**src/rtl/dvp_pkg.sv**
```systemverilog
// Shared types and constants for the DVP source emulator: output formats,
// pattern modes, frame FSM states and the colour-bar palette.
package dvp_pkg;

    localparam int FMT_RGB565 = 0;
    localparam int FMT_RAW10  = 1;

    typedef enum logic [1:0] {
        MODE_BARS  = 2'd0,
        MODE_RAMP  = 2'd1,
        MODE_SOLID = 2'd2,
        MODE_BLACK = 2'd3
    } mode_e;

    typedef enum logic [2:0] {
        ST_IDLE   = 3'd0,
        ST_VSYNC  = 3'd1,
        ST_VBP    = 3'd2,
        ST_ACTIVE = 3'd3,
        ST_VFP    = 3'd4
    } state_e;

    // Eight-bar palette, left to right across the active line.
    function automatic logic [15:0] bar_colour(input logic [2:0] idx);
        logic [15:0] c;
        case (idx)
            3'd0:    c = 16'hFFFF;
            3'd1:    c = 16'hFFE0;
            3'd2:    c = 16'h07FF;
            3'd3:    c = 16'h07E0;
            3'd4:    c = 16'hF81F;
            3'd5:    c = 16'hF800;
            3'd6:    c = 16'h001F;
            default: c = 16'h0000;
        endcase
        return c;
    endfunction

endpackage

```
**src/rtl/dvp_pattern_gen.sv**
```systemverilog
// Combinational RGB565 pixel colour for the current pixel, selected by the
// mode latched at frame start.
module dvp_pattern_gen
    import dvp_pkg::*;
(
    input  logic [1:0]  mode,
    input  logic [15:0] solid,
    input  logic [15:0] x,
    input  logic [15:0] y,
    input  logic [2:0]  bar,
    output logic [15:0] pix
);

    // Pixel colour mux
    always_comb begin
        pix = 16'h0000;
        case (mode_e'(mode))
            MODE_BARS:  pix = bar_colour(bar);
            MODE_RAMP:  pix = x + y;
            MODE_SOLID: pix = solid;
            MODE_BLACK: pix = 16'h0000;
            default:    pix = 16'h0000;
        endcase
    end

endmodule

```
**src/rtl/dvp_source_emu.sv**
```systemverilog
// Camera-side DVP transmitter: frame timing FSM, line/pixel counters and
// beat packing around the pattern generator. All outputs are registered.
module dvp_source_emu
    import dvp_pkg::*;
#(
    parameter int H_ACTIVE  = 640,
    parameter int H_BLANK   = 144,
    parameter int V_ACTIVE  = 480,
    parameter int VS_LINES  = 3,
    parameter int VBP_LINES = 17,
    parameter int VFP_LINES = 10,
    parameter int FORMAT    = 0
) (
    input  logic        I_clk,
    input  logic        I_rst_n,
    input  logic        I_enable,
    input  logic [1:0]  I_mode,
    input  logic [15:0] I_solid,
    output logic        O_vsync,
    output logic        O_href,
    output logic [9:0]  O_pixdata,
    output logic        O_frame_start,
    output logic [15:0] O_frame_cnt
);

    localparam int BPP       = (FORMAT == FMT_RGB565) ? 2 : 1;
    localparam int ACT_BEATS = H_ACTIVE * BPP;
    localparam int LINE      = ACT_BEATS + H_BLANK;
    localparam int BAR_W     = H_ACTIVE / 8;

    state_e      state_r, state_s;
    logic [15:0] h_cnt_r, v_cnt_r;
    logic [15:0] state_lines_s;
    logic        line_end_s, state_done_s, start_s, frame_done_s;
    mode_e       mode_r;
    logic [15:0] solid_r;
    logic [15:0] bar_cnt_r;
    logic [2:0]  bar_idx_r;
    logic [15:0] frame_total_r;
    logic [15:0] x_s, pix_s;
    logic        pix_end_s, href_s;
    logic [9:0]  beat_s;

    logic        vsync_r, href_r, frame_start_r;
    logic [9:0]  pixdata_r;
    logic [15:0] frame_cnt_r;

    assign line_end_s   = (h_cnt_r == 16'(LINE - 1));
    assign state_done_s = line_end_s && (v_cnt_r == state_lines_s - 16'd1);
    assign x_s          = (BPP == 2) ? {1'b0, h_cnt_r[15:1]} : h_cnt_r;
    assign pix_end_s    = (BPP == 1) ? 1'b1 : h_cnt_r[0];
    assign href_s       = (state_r == ST_ACTIVE) && (h_cnt_r < 16'(ACT_BEATS));

    // Frame state register
    always_ff @(posedge I_clk or negedge I_rst_n) begin
        if (!I_rst_n) begin
            state_r <= ST_IDLE;
        end else begin
            state_r <= state_s;
        end
    end

    // Next-state logic; a frame once started always runs to the end of VFP
    always_comb begin
        state_s       = state_r;
        state_lines_s = 16'd1;
        start_s       = 1'b0;
        frame_done_s  = 1'b0;
        case (state_r)
            ST_VSYNC:  state_lines_s = 16'(VS_LINES);
            ST_VBP:    state_lines_s = 16'(VBP_LINES);
            ST_ACTIVE: state_lines_s = 16'(V_ACTIVE);
            ST_VFP:    state_lines_s = 16'(VFP_LINES);
            default:   state_lines_s = 16'd1;
        endcase
        case (state_r)
            ST_IDLE: begin
                if (I_enable) begin
                    state_s = ST_VSYNC;
                    start_s = 1'b1;
                end else begin
                    state_s = ST_IDLE;
                end
            end
            ST_VSYNC:  state_s = state_done_s ? ST_VBP : ST_VSYNC;
            ST_VBP:    state_s = state_done_s ? ST_ACTIVE : ST_VBP;
            ST_ACTIVE: state_s = state_done_s ? ST_VFP : ST_ACTIVE;
            ST_VFP: begin
                if (state_done_s) begin
                    frame_done_s = 1'b1;
                    if (I_enable) begin
                        state_s = ST_VSYNC;
                        start_s = 1'b1;
                    end else begin
                        state_s = ST_IDLE;
                    end
                end else begin
                    state_s = ST_VFP;
                end
            end
            default: state_s = ST_IDLE;
        endcase
    end

    // Beat and line counters; mode and colour are frozen for the whole frame
    always_ff @(posedge I_clk or negedge I_rst_n) begin
        if (!I_rst_n) begin
            h_cnt_r <= 16'd0;
            v_cnt_r <= 16'd0;
            mode_r  <= MODE_BARS;
            solid_r <= 16'h0000;
        end else if (start_s) begin
            h_cnt_r <= 16'd0;
            v_cnt_r <= 16'd0;
            mode_r  <= mode_e'(I_mode);
            solid_r <= I_solid;
        end else if (state_r != ST_IDLE) begin
            if (line_end_s) begin
                h_cnt_r <= 16'd0;
                v_cnt_r <= state_done_s ? 16'd0 : v_cnt_r + 16'd1;
            end else begin
                h_cnt_r <= h_cnt_r + 16'd1;
            end
        end
    end

    // Bar position tracked by a width counter, restarted at every line
    always_ff @(posedge I_clk or negedge I_rst_n) begin
        if (!I_rst_n) begin
            bar_cnt_r <= 16'd0;
            bar_idx_r <= 3'd0;
        end else if (start_s || line_end_s) begin
            bar_cnt_r <= 16'd0;
            bar_idx_r <= 3'd0;
        end else if (href_s && pix_end_s) begin
            if (bar_cnt_r == 16'(BAR_W - 1)) begin
                bar_cnt_r <= 16'd0;
                bar_idx_r <= bar_idx_r + 3'd1;
            end else begin
                bar_cnt_r <= bar_cnt_r + 16'd1;
            end
        end
    end

    // Completed-frame counter
    always_ff @(posedge I_clk or negedge I_rst_n) begin
        if (!I_rst_n) begin
            frame_total_r <= 16'd0;
        end else if (frame_done_s) begin
            frame_total_r <= frame_total_r + 16'd1;
        end
    end

    dvp_pattern_gen u_pattern (
        .mode  (mode_r),
        .solid (solid_r),
        .x     (x_s),
        .y     (v_cnt_r),
        .bar   (bar_idx_r),
        .pix   (pix_s)
    );

    // Beat packing: RGB565 high byte then low byte, RAW10 from the top bits
    always_comb begin
        beat_s = 10'd0;
        if (FORMAT == FMT_RGB565) begin
            if (h_cnt_r[0]) begin
                beat_s = {pix_s[7:0], 2'b00};
            end else begin
                beat_s = {pix_s[15:8], 2'b00};
            end
        end else if (mode_r == MODE_RAMP) begin
            beat_s = pix_s[9:0];
        end else begin
            beat_s = {pix_s[15:11], pix_s[10:6]};
        end
    end

    // Output registers, one clock behind the counters
    always_ff @(posedge I_clk or negedge I_rst_n) begin
        if (!I_rst_n) begin
            vsync_r       <= 1'b0;
            href_r        <= 1'b0;
            pixdata_r     <= 10'd0;
            frame_start_r <= 1'b0;
            frame_cnt_r   <= 16'd0;
        end else begin
            vsync_r       <= (state_r == ST_VSYNC);
            href_r        <= href_s;
            pixdata_r     <= href_s ? beat_s : 10'd0;
            frame_start_r <= (state_r == ST_VSYNC) && (h_cnt_r == 16'd0) && (v_cnt_r == 16'd0);
            frame_cnt_r   <= frame_total_r;
        end
    end

    assign O_vsync       = vsync_r;
    assign O_href        = href_r;
    assign O_pixdata     = pixdata_r;
    assign O_frame_start = frame_start_r;
    assign O_frame_cnt   = frame_cnt_r;

endmodule

```
**config.mk**
```make
export PLATFORM = sky130hd
export DESIGN_NAME = dvp_source_emu
export DESIGN_NICKNAME = d
export VERILOG_FILES = /design/src/rtl/dvp_pkg.sv /design/src/rtl/dvp_pattern_gen.sv /design/src/rtl/dvp_source_emu.sv
export SDC_FILE = /design/constraint.sdc
export NUM_CORES = 1
export LEC_CHECK = 0
export CORE_MARGIN = 1.5
export CORE_UTILIZATION = 45
export DETAILED_ROUTE_END_ITERATION = 10
export PLACE_DENSITY_LB_ADDON = 0.12
export SLEW_MARGIN = 0
export SYNTH_ARGS = -nofsm -noshare
export SYNTH_HDL_FRONTEND = slang
export SYNTH_SLANG_ARGS = --single-unit
```
**constraint.sdc**
```tcl
create_clock -name I_clk -period 6.08 [get_ports I_clk]
set_input_delay 1.216 -clock I_clk [delete_from_list [all_inputs] [get_ports I_clk]]
set_output_delay 1.216 -clock I_clk [all_outputs]
set_load 0.02 [all_outputs]
```
==> results of run 1 <==
-- power by group --
part           switching, uW  total (uW)  internal [uW]
registers               98.0         935            837
clock network            351         998            647
logic                    212         404            192
-- worst max path at each step --
| stage | slack [ps] | end | startpoint |
|---|---|---|---|
| 2_1_floorplan | 3080 | mode_r[0] | state_r[0] |
| 3_3_place_gp | 2560 | v_cnt_r[5] | I_enable |
| 3_5_place_dp | 2510 | solid_r[6] | state_r[1] |
| 4_1_cts | 2480 | solid_r[8] | state_r[1] |
| 5_1_grt | 2210 | solid_r[8] | state_r[1] |
| 6_report | 2510 | solid_r[8] | state_r[1] |
-- metrics by stage --
stage	hold slack [ps]	setup slack [ps]	utilization	instances
global route	413	2210	0.545	890
finish	404	2510	0.545	890
floorplan	373	3080	-	663
detailed placement	400	2510	0.504	860
CTS	412	2480	0.545	890
global placement	391	2560	0.504	860
-- Yosys cell counts, types with 9 or more instances --
cell,count
dfrtp_1,115
nor2_1,71
nand2_1,41
a21oi_1,39
xnor2_1,32
o21ai_0,31
xor2_1,28
ha_1,27
nand3_1,25
nand4_1,22
clkbuf_1,20
inv_1,20
nor3_1,20
and3_1,19
nor2b_1,11
a21o_1,10
mux2_4,10
mux2_2,9
-- cell families after synthesis --
family                   synth area share
flip-flops                          0.448
AND/OR/NAND/NOR                     0.204
XOR/XNOR                           0.0819
multiplexers                       0.0439
adder cells (fa/ha/maj)            0.0557
other                            0.000584
AO/OA/AOI/OAI                       0.130
buffers and inverters              0.0351
-- state kept, by name, indices dropped and copies added, names as in the netlist --
signal         flops
state_r            3
O_href             1
v_cnt_r           16
bar_cnt_r         16
O_frame_cnt       16
O_pixdata          8
O_frame_start      1
h_cnt_r           16
O_vsync            1
bar_idx_r          3
mode_r             2
frame_total_r     16
solid_r           16
-- layer usage --
metal,vias up,share of wire,GRT usage
li1,2424,-,-
met1,2401,0.47,0.290
met2,75,0.48,0.341
met3,17,0.036,0.0544
met4,0,0.014,0.0705
met5,-,0,0
-- layout make-up --
cell class / count / area [um^2]
tap: 180 / 225
timing repair buffer: 50 / 490
clock buffer: 20 / 447
multi-input combinational: 495 / 3320
clock inverter: 10 / 135
fill: 1225 / 6310
inverter: 20 / 75.1
sequential: 115 / 2880
-- cells in the final DEF (no fill, tap or decap), types with 5 or more instances in the layout --
| master | instances |
|---|---|
| a211oi_1 | 6 |
| a21o_1 | 10 |
| a21oi_1 | 39 |
| and2_1 | 6 |
| and3_1 | 19 |
| and4_1 | 6 |
| clkbuf_16 | 17 |
| clkdlybuf4s50_1 | 46 |
| dfrtp_1 | 115 |
| ha_1 | 27 |
| inv_1 | 20 |
| mux2_2 | 9 |
| mux2_4 | 10 |
| nand2_1 | 41 |
| nand2b_1 | 7 |
| nand3_1 | 25 |
| nand4_1 | 22 |
| nor2_1 | 71 |
| nor2b_1 | 11 |
| nor3_1 | 20 |
| nor4_1 | 6 |
| o21ai_0 | 31 |
| o31ai_1 | 5 |
| or3_1 | 6 |
| xnor2_1 | 32 |
| xor2_1 | 28 |
==> metrics.txt, run 1 <==
Post-Synthesis Cells=approximately 660; Max Root-Sink Buffers=2; htree depth=4; clock skew=about 14 ps; worst slew pin tran=between 800 and 900 ps; setup bufs post-CTS=0; Syn Area/Cell=about 9.7 um^2; Critical Path Max Stage Delay=810 ps; critical path's slowest cell=a2111oi_4; Top Ports=50; RSZ-0062 raised after global routing=false; top cell type's share of synthesized area=0.448; worst setup path class=reg2reg; clock-pin slew on the worst setup and hold paths=~50 ps; Max Fclk=0.280 GHz; pin count of the biggest net entering global routing=between 60 and 70; WP buf/inv=1; GP Congestion=just under 0.9; Slew HR=0.410; DRT Wirelength=about 15 mm; biggest area consumer among synthesized cells=dfrtp_1; Crit path max-delay family=compound AO/OA/AOI/OAI gates; Leak=approximately 0.0035 uW; Core Area=between 10000 and 15000 um^2; std cell rows=43; Total Routing Usage GR=0.215; Routed WL per cell=~16 um; post-route ant nets=0; vias in the first global route=between 4000 and 5000; TritonCTS Buffers=17; Final Max Slew Viols=0; synth top area cells=dfrtp_1, ha_1, xnor2_1, nor2_1, xor2_1; via count=4917; post-route cell area=approximately 7600 um^2; Yosys reg bits=around 120; post-DP HPWL=slightly above 10 mm; # port buffers=47; DR DRC count=0; CP Cell Sequence=nor2_1, and2_1, inv_1, ha_1, xnor2_1, a21oi_1, o2111ai_1, a2111oi_4, a31oi_4, mux2_4; Starting Density=0.463; crit end category=flip-flop; Pwr Total=2340 uW; Die Width=122 um; DIE HEIGHT=around 120 um; share of layout cells above drive strength 1=0.0859; ys async rst share=1.00; Synth-to-Final Area Change=17.9%; Worst Reg-to-Reg Cells=10; r2r startpoint=state_r[1]; final hold viol count=0; initial antenna violation count=0; Antenna Cells=0; First-pass DRT Iterations=4; post-route minimum period=3570 ps; worst hold start=frame_total_r[15]; WP data required=6380 ps; clk_lat worst skew=about 430 ps; GRT overflow=0; initial drt markers=~220; synth unique cells=64; CP startpoint kind=flip-flop; root buf cell=clkbuf_16; Max Cap Viol=0; stages on the worst setup path=10; crit path DAT=3870 ps; hold path cells=0; vias per inst=roughly 5.5; ys flop type=dfrtp_1; CTS tree=done; power density cells=~310 nW/um^2; post_cts resized=0; TNS Setup=0 ps; Max VDD drop=roughly 0.21 mV; CTS Hold Bufs=0; register area share after synthesis=0.448; Final period util=0.588; placed inst area=6990 um^2; R2R Path End=solid_r[8]; status=completed; final setup vio count=0; CTS Sinks=between 100 and 150; global-route wire length before repair=24.9 mm; Critical Path Fanout Max=18; reg-to-reg setup timing slack=around 2500 ps; die footprint=15000 um^2; Hold Path End=O_frame_cnt[15]; HP Class=reg2reg; Mapped Area=between 6000 and 7000 um^2; # nets final=approximately 750; Warnings, synthesis=0; EDFF count, synth=0
Note: power is estimated with default switching activity, not from simulation.
==> inputs of run 2 (changes only) <==
==> constraint.sdc (replaced) <==
create_clock -name I_clk -period 3.3 [get_ports I_clk]
set_input_delay 0.66 -clock I_clk [delete_from_list [all_inputs] [get_ports I_clk]]
set_output_delay 0.66 -clock I_clk [all_outputs]
set_load 0.02 [all_outputs]
==> run 2 against run 1 <==
Compared with the run above:
- final area is 0.96% higher
- power is 84% higher
- sequential share of layout area is 0.36 points lower
- largest power group unchanged
- final cell count is 0.79% higher
- clock power is 80% higher
- wire length is 0.65% higher
- core utilization is 0.52 points higher
==> metrics.txt, run 2 (synthesized netlist as in run 1, its figures left out) <==
RSZ-0062 raised after global routing=false; Antenna Cells=0 (unchanged); HP Class=in2async; Die Width=122 um (unchanged); GP Congestion=0.858 (-4.1%); Final Max Slew Viols=0 (unchanged); Critical Path Max Stage Delay=480 ps (-330 ps); most frequent cells in the layout=dfrtp_1, nor2_1, clkdlybuf4s50_1; crit path DAT=3320 ps (-550 ps); Max Root-Sink Buffers=2 (unchanged); fillers=1273 (+3.9%); pre-CTS setup slack=224 ps (-2280 ps); CP startpoint kind=flip-flop; TNS Setup=0 ps (unchanged); Combinational Power Share=0.184 (+0.011); Sw Ratio=0.285 (+0.00217); Critical Path Fanout Max=14 (-4); Leak=0.00351 uW (+1.1%); final setup vio count=0 (unchanged); Pint=3070 uW (+83%); GRT overflow=0 (unchanged); switching power=1230 uW (+85%); Most Crowded Layer GR=met2; status=completed; # nets final=755 (+0.94%); Max Cap Viol=0 (unchanged); Crit path max-delay family=simple AND/OR/NAND/NOR gates; post_cts resized=0 (unchanged); met2 GRT Util=0.341 (unchanged); met3 GRT Util=0.0581 (+0.00372); WP data required=3600 ps (-2780 ps); crit end category=flip-flop; pin count of the biggest net entering global routing=78 (+24%); Routed WL per cell=16.4 um (-0.14%); WP buf/inv=2 (+1); CP Cell Sequence=nor2_1, and2_1, inv_1, ha_1, xnor2_1, a21oi_1, o2111ai_1, a2111oi_4, buf_4, and4_1, nand4_1, xnor2_1; r2r startpoint=state_r[1]; post-route minimum period=3020 ps (-560 ps); setup bufs post-CTS=0 (unchanged); Core Area=13900 um^2 (unchanged); clock skew=8.52 ps (-5.03 ps); share of layout cells above drive strength 1=0.0962 (+0.0103); First-pass DRT Iterations=5 (+1); Top Ports=50 (unchanged); Max VDD drop=0.395 mV (+90%); CTS Hold Bufs=0 (unchanged); Clock power frac=0.418 (-0.009); worst slew pin tran=742 ps (-142 ps); TritonCTS Buffers=17 (unchanged); via count=5031 (+2.3%); clk_lat worst skew=420 ps (about the same); DRT Wirelength=14.7 mm (+0.65%); final hold viol count=0 (unchanged); Final period util=0.914 (+0.326); leading cell type in the layout, fill and taps excluded=dfrtp_1; Slew HR=0.505 (+0.0949); std cell rows=43 (unchanged); reg-to-reg setup timing slack=280 ps (-2220 ps); global-route wire length before repair=24.5 mm (-1.6%); Starting Density=0.463 (unchanged); worst setup path class=reg2reg; CTS Sinks=115 (unchanged); Total Routing Usage GR=0.211 (-0.00460); Final WS setup=285 ps (-2220 ps); die footprint=15000 um^2 (unchanged); # port buffers=47 (unchanged); initial antenna violation count=0 (unchanged); root buf cell=clkbuf_16; Pwr Total=4300 uW (+84%); critical path's slowest cell=dfrtp_1; Max Fclk=0.332 GHz (+19%); clock-pin slew on the worst setup and hold paths=60 ps (about the same); crit path from=state_r[1]; htree depth=4 (unchanged); CTS tree=done; initial drt markers=252 (+17%); DR DRC count=0 (unchanged); met1 Use GR=0.276 (-0.0138); vias per inst=5.61 (+1.5%); vias in the first global route=5024 (+2.9%); most frequent CP cell=xnor2_1; post-route ant nets=0 (unchanged); post-DP HPWL=10.3 mm (+2.3%); Seq pwr share=0.397 (-0.003); power density cells=563 nW/um^2 (+82%); DIE HEIGHT=122 um (unchanged); Synth-to-Final Area Change=19.1%
-- run 2: changes by cell type in the layout (fill, tap and decap cells not counted), sizes merged --
cell      change
bufinv        -1
clkinv        -2
clkbuf        +1
clkinvlp      +2
buf           +7
-- run 2: layout make-up --
type,instances,area [um^2],share of cell area
repair buffers,57,568,0.0743
inverters,20,75.1,0.00982
multi-input cells,495,3320,0.434
clock buffers,21,470,0.0615
flip-flops and latches,115,2880,0.376
clock inverters,9,106,0.0139
well taps,180,225,0.0295
-- run 2: worst paths after layout --
kind	cells past startpoint	end
setup / recovery	12	frame_total_r[13]
hold / removal	1	mode_r[0]
setup reg to reg	12	frame_total_r[13]
hold reg to reg	0	O_frame_cnt[15]
max in group asynchronous	2	O_frame_cnt[0]
min in group I_clk	0	O_frame_cnt[15]
-- run 2: power by group through the flow --
stage / Sequential [uW] / Clock [uW] / Combinational (uW)
finish: 1710 / 1800 / 793
global route: 1730 / 1890 / 890
CTS: 1710 / 1830 / 793
detailed placement: 1730 / 0 / 787
global placement: 1730 / 0 / 770
floorplan: 1650 / 0 / 609
-- run 2: per-stage QoR --
stage               instance area (um^2)  cells  utilization  hold slack (ps)
floorplan                           6420    663            -              364
global route                        7640    897        0.551              245
CTS                                 7620    896        0.549              216
detailed placement                  7050    866        0.508              398
global placement                    7050    866        0.508              392
finish                              7640    897        0.551              207
-- run 2: layer usage --
layer	share of wire	routed length (um)	up-vias
li1	-	-	2443
met2	0.48	7020	96
met1	0.47	6900	2472
met4	0.013	198	0
met5	0	0	-
met3	0.040	587	20
==> RTL edit 1 (flow settings as in run 2) <==
Put one more register stage on the output `O_frame_cnt`, with the module's reset. The value now appears one clock later. The other outputs are not delayed to match.
--- a/src/rtl/dvp_source_emu.sv
+++ b/src/rtl/dvp_source_emu.sv
@@ -199,3 +199,9 @@
     assign O_frame_start = frame_start_r;
-    assign O_frame_cnt   = frame_cnt_r;
+    always_ff @(posedge I_clk or negedge I_rst_n) begin
+        if (!I_rst_n) begin
+            O_frame_cnt <= '0;
+        end else begin
+            O_frame_cnt <= frame_cnt_r;
+        end
+    end
 
Function: no difference found for any inputs over 10 cycles, from zero or initial values and one cycle with I_rst_n low; that may be too few to reach the edited logic, so the function may still have changed.
==> RTL edit 1 against run 2 <==
- fmax shrank 1.9%
- routed wire length grew 12%
- setup slack lost 59 ps
- non-clock buffer count grew 10
- clock skew shrank 1.6 ps
- sequential cell count grew 16
- synthesized area grew 8.5%
- final area grew 8.8%
- global-route usage grew 0.27 points
- critical endpoint is now frame_total_r[15]
- highest routed layer unchanged
Power is not compared: it rests on default switching activity, and its combinational part moved more than twofold at a synthesized area within 25%.
==> RTL edit 1: results (changes against run 2) <==
Setup path
The cell family contributing the most delay on the critical path is simple AND/OR/NAND/NOR gates. The maximum fanout along the worst path was 12 (-2). The peak per-stage delay on the critical path is 700 ps (+220 ps). The endpoint identified for the worst register-to-register timing path is frame_total_r[15]. The arrival time at the worst endpoint is 3420 ps (+100 ps). The most critical setup path has its startpoint at state_r[2]. The slowest stage of the critical path belongs to the cell or4_1. The worst setup path endpoint is frame_total_r[15]. The depth of the worst register-to-register path is 11 (-1).

The setup slack of the most critical reg-to-reg path was 230 ps (-60 ps).

Layout
The number of inverters outside the clock class in the layout came to 18 (-10%). The number of fillers in the final layout is 1327 (+4.2%). The net count of the finished layout is 810 (+7.3%).

The sequential standard cell area is 3280 sq um (+14%). The proportion of final cell area spent on non-clock buffers was 7.63% (+0.20 points). The proportion of layout cells with a drive suffix above 1 is 10.5% (+0.84 points). The final-layout clock-cell area share is 7.45% (-0.096 points).

The number of multi-input combinational cells in the layout is 526 (+6.3%). The count of clock-net buffers in the final layout is 17 (-19%). The fraction of area in multi-input gates is 41.8% (-1.6 points). The relative area change from synthesis to final layout is 19.3%.

The layout buffer count excluding clock buffers is 67 (+18%).

Placement
The post-placement worst setup slack is 174 ps (-49.5 ps). The instance area at placement came to 7670 sq um (+8.9%). The routability congestion estimate is 0.896 (+4.4%). The half-perimeter wire length of the detailed placement result came to 11.6 mm (+13%).

Clocking
The total number of clock tree sinks was 131 (+14%). The tree is rooted in a clkbuf_16. The setup fix buffers added after clock tree synthesis is 0 (unchanged).

Synthesis
The number of synthesis warnings came to 0 (unchanged). The number of unique standard cell types used by synthesis is 66 (+3.1%). The sequential-to-total area share from yosys stat came to 47.1% (+2.2 points). The gate count of the mapped netlist is 708 (+6.9%). Ranked by total cell area, the synthesized netlist is headed by dfrtp_1, ha_1, o21ai_0. The commonest cells after synthesis are dfrtp_1, nor2_1, o21ai_0.

Global routing
The fraction of met3 tracks used by global routing is 5.28% (-0.53 points). The overall fraction of global-route tracks in use is 21.3% (+0.27 points). The met2 capacity usage during global routing is 32.4% (-1.7 points). The met1 capacity usage during global routing came to 30.3% (+2.7 points). The wire length of the first global-routing pass is 27.3 mm (+11%).

The pin count of the biggest net entering global routing is 66 (-15%). The number of global-route vias before repair is 5224 (+4.0%).

Route
The starting DRC count in detailed routing is 401 (+59%). The met2 wire length is 7.69 mm (+9.5%). The total wire length is 16.5 mm (+12%). The wire length on met1 is 7.78 mm (+13%). The mean number of vias per cell is 5.85 (+4.3%). The total via count after detailed routing was 5625 (+12%). The routed length on met3 came to 841 microns (+43%).

Floorplanning
The total number of placement rows is 45 (+4.7%).

STA
The tightest hold margin came to 205 ps (-1.72 ps). The actual slew at the worst max-slew pin was 828 ps (+85.6 ps). The post-layout minimum cycle time came to 3070 ps (+58.7 ps).

The final setup skew is 6.96 ps (-1.55 ps).

Run status
The flow ran to the end, and the final reports show no timing, DRC or antenna violations.

Hold path
The type of the most critical hold path is input pin to async pin.
[RTL edit 1: cell types whose count changed after synthesis, moves of 5 or more]
cell / before / now
nand3_1: 25 / 30
nand2_1: 41 / 49
nor4_1: 6 / 15
o21ai_0: 31 / 52
a31oi_1: 0 / 5
dfrtp_1: 115 / 131
buf_2: 8 / 1
and3_1: 19 / 11
xnor2_1: 32 / 19
clkbuf_1: 20 / 28
or4_1: 2 / 8
nor2_1: 71 / 55
or3_1: 6 / 16
[RTL edit 1: cell families (layout without fill, tap and decap cells)]
group / Yosys count / in the layout / share of synthesized area, %
adders and majority gates: 28 / 28 / 5.14
DFF: 131 / 131 / 47.1
AOI/OAI and AO/OA: 162 / 162 / 14.9
and+or+nand+nor: 266 / 266 / 20.0
muxes: 20 / 20 / 3.75
buffers and inverters: 52 / 117 / 3.07
other: 1 / 2 / 0.0538
xor gates and xnor gates: 48 / 48 / 6.03
==> RTL edit 2 (settings of run 2) <==
Without the edit above. `VBP_LINES`: 17 -> 8.
--- a/src/rtl/dvp_source_emu.sv
+++ b/src/rtl/dvp_source_emu.sv
@@ -9,3 +9,3 @@
     parameter int VS_LINES  = 3,
-    parameter int VBP_LINES = 17,
+    parameter int VBP_LINES = 8,
     parameter int VFP_LINES = 10,
Behaviour: no difference found for any inputs over 10 cycles, from zero or initial values and one cycle with I_rst_n low; that may be too few to reach the edited logic, so the function may still have changed.
==> RTL edit 2 against run 2 <==
- utilization up 1.3 points
- routed wire length down 4.4%
- fmax down 1.3%
- final area down 1.1%
- first-iteration DRC count up 44%
- synthesized area down 2.9%
- setup slack worse by 40 ps
- sequential cell count unchanged
- power down 5.9%
- critical path depth down 1
- synthesized cell count down 3.2%
- via count down 4.3%
- worst hold slack better by 80 ps
==> RTL edit 2: results (changes against run 2) <==
Power and ir drop
The cell leakage power came to 0.00357 uW (+1.7%). The maximum vdd ir drop is 0.000383 V (-2.8%).

Setup path
The most critical setup path has its startpoint at state_r[2]. The maximum fanout along the worst path is 22 (+8). The setup slack of the most critical reg-to-reg path was 250 ps (-40 ps).

The peak per-stage delay on the critical path is 460 ps (-20 ps). The arrival time at the worst endpoint came to 3350 ps (+30 ps). The slowest cell on the critical path is dfrtp_2.

Global routing
The overall fraction of global-route tracks in use came to 21.3% (+0.24 points). The pin count of the biggest net entering global routing is 58 (-26%). The wire length of the first global-routing pass is 24.3 mm (-0.76%). The initial antenna violation count is 1 (+1). The number of global-route vias before repair came to 4744 (-5.6%).

Route
The total via count after detailed routing is 4815 (-4.3%). The routed length per placed instance came to 15.7 microns (-4.3%). The starting DRC count in detailed routing came to 364 (+44%). The wire length on met1 is 6.84 mm (-0.93%). The mean number of vias per cell was 5.37 (-4.2%). In this run the top signal layer used is met4. The routed length on met3 is 606 microns (+3.2%). The met2 wire length is 6.39 mm (-9.0%). The DRC violation count after routing is 0 (unchanged).

Synthesis
By area the synthesized netlist is led by dfrtp_1, xor2_1, ha_1. For this run, the leading register cell type out of synthesis is dfrtp_1. The gate count of the mapped netlist is 641 (-3.2%). The share of synthesized registers carrying an async set or reset was 100% (unchanged). The number of unique standard cell types used by synthesis was 61 (-4.7%). Ranked by instance count, the synthesized netlist is headed by dfrtp_1, nor2_1, nand2_1. The sequential-to-total area share from yosys stat is 46.1% (+1.3 points).

STA
The count of pins over their slew limit is 0 (unchanged). The tightest hold margin came to 287 ps (+79.8 ps). The final setup skew is 7.23 ps (-1.28 ps).

The actual slew at the worst max-slew pin is 830 ps (+87.4 ps).

Layout
The proportion of layout cells with a drive suffix above 1 came to 9.72% (+0.099 points). The net count of the finished layout is 757 (+0.26%).

Placement
The routability congestion estimate came to 0.854 (-0.42%). The half-perimeter wire length of the detailed placement result is 10.1 mm (-1.8%). The number of placed instances with taps included is 863 (-0.35%). The number of port buffers is 47 (unchanged).

Run status
The run finished with clean final reports.

Clocking
The worst-skew pair later-pin latency was 420 ps (about the same). The number of buffers on the longest clock path came to 2 (unchanged). The number of buffers inserted during clock tree synthesis is 17 (unchanged). The clock edge transition at the registers on the reported setup and hold paths is 60 ps (about the same).
## RTL edit 2: cells by family (layout without fill, tap and decap cells)
| logic type | after synthesis | after routing | synth area share (%) |
|---|---|---|---|
| and+or+nand+nor | 258 | 258 | 21.1 |
| xor gates and xnor gates | 66 | 66 | 9.27 |
| other | 1 | 2 | 0.0601 |
| buffers and inverters | 45 | 123 | 3.17 |
| muxes | 21 | 21 | 3.69 |
| AOI/OAI and AO/OA | 106 | 106 | 10.6 |
| DFF | 115 | 115 | 46.1 |
| adders and majority gates | 29 | 29 | 5.94 |
## RTL edit 2: area by class of cell
cell class / instances / area (sq um)
multi-input cells: 482 / 3170
inverters: 24 / 90.1
repair buffers: 67 / 643
well taps: 176 / 220
fillers: 1176 / 5840
clock inverters: 14 / 128
clock buffers: 18 / 429
flip-flops and latches: 115 / 2880
## RTL edit 2: worst max-delay path: cells and delay by family (launching register included)
family,cells,cell delay [ps]
xor gates and xnor gates,1,160
DFF,1,460
muxes,1,340
AOI/OAI and AO/OA,1,210
buffers and inverters,1,170
and+or+nand+nor,5,1090
adders and majority gates,2,480
## RTL edit 2: where the power goes
part | total, uW | switching (uW) | internal, uW | leakage, uW
logic | 583 | 313 | 269 | 0.00176
registers | 1730 | 190 | 1540 | 0.00155
clock network | 1740 | 699 | 1040 | 0.000264
total | 4050 | 1200 | 2850 | 0.00357
## RTL edit 2: repair_timing
| item | CTS | global route |
|---|---|---|
| endpoints found under the setup margin | 0 | 37 |
| hold buffers | 0 | 0 |
| resized for setup | 0 | 2 |
| buffers inserted | 0 | 1 |
## RTL edit 2: final timing paths
kind | end | cells after the start
worst max-delay path | solid_r[12] | 11
worst max register to register | solid_r[12] | 11
worst min-delay path | solid_r[10] | 1
min in group I_clk | O_frame_cnt[14] | 0
worst min register to register | O_frame_cnt[14] | 0
max in group asynchronous | v_cnt_r[0] | 2
## RTL edit 2: stage by stage
| stage | worst slack (ps) | instance area (sq um) |
|---|---|---|
| 5_1_grt | 4.89 | 7560 |
| 3_5_place_dp | 130 | 6990 |
| 4_1_cts | 118 | 7540 |
| 2_1_floorplan | 400 | 6240 |
| 6_report | 245 | 7560 |
| 3_3_place_gp | 308 | 6990 |
## RTL edit 2: layer usage
metal  up-vias  GRT usage, %
met4         0          6.47
met3        18          5.42
met2       108          33.6
li1       2365             -
met1      2324          28.9
met5         -             0
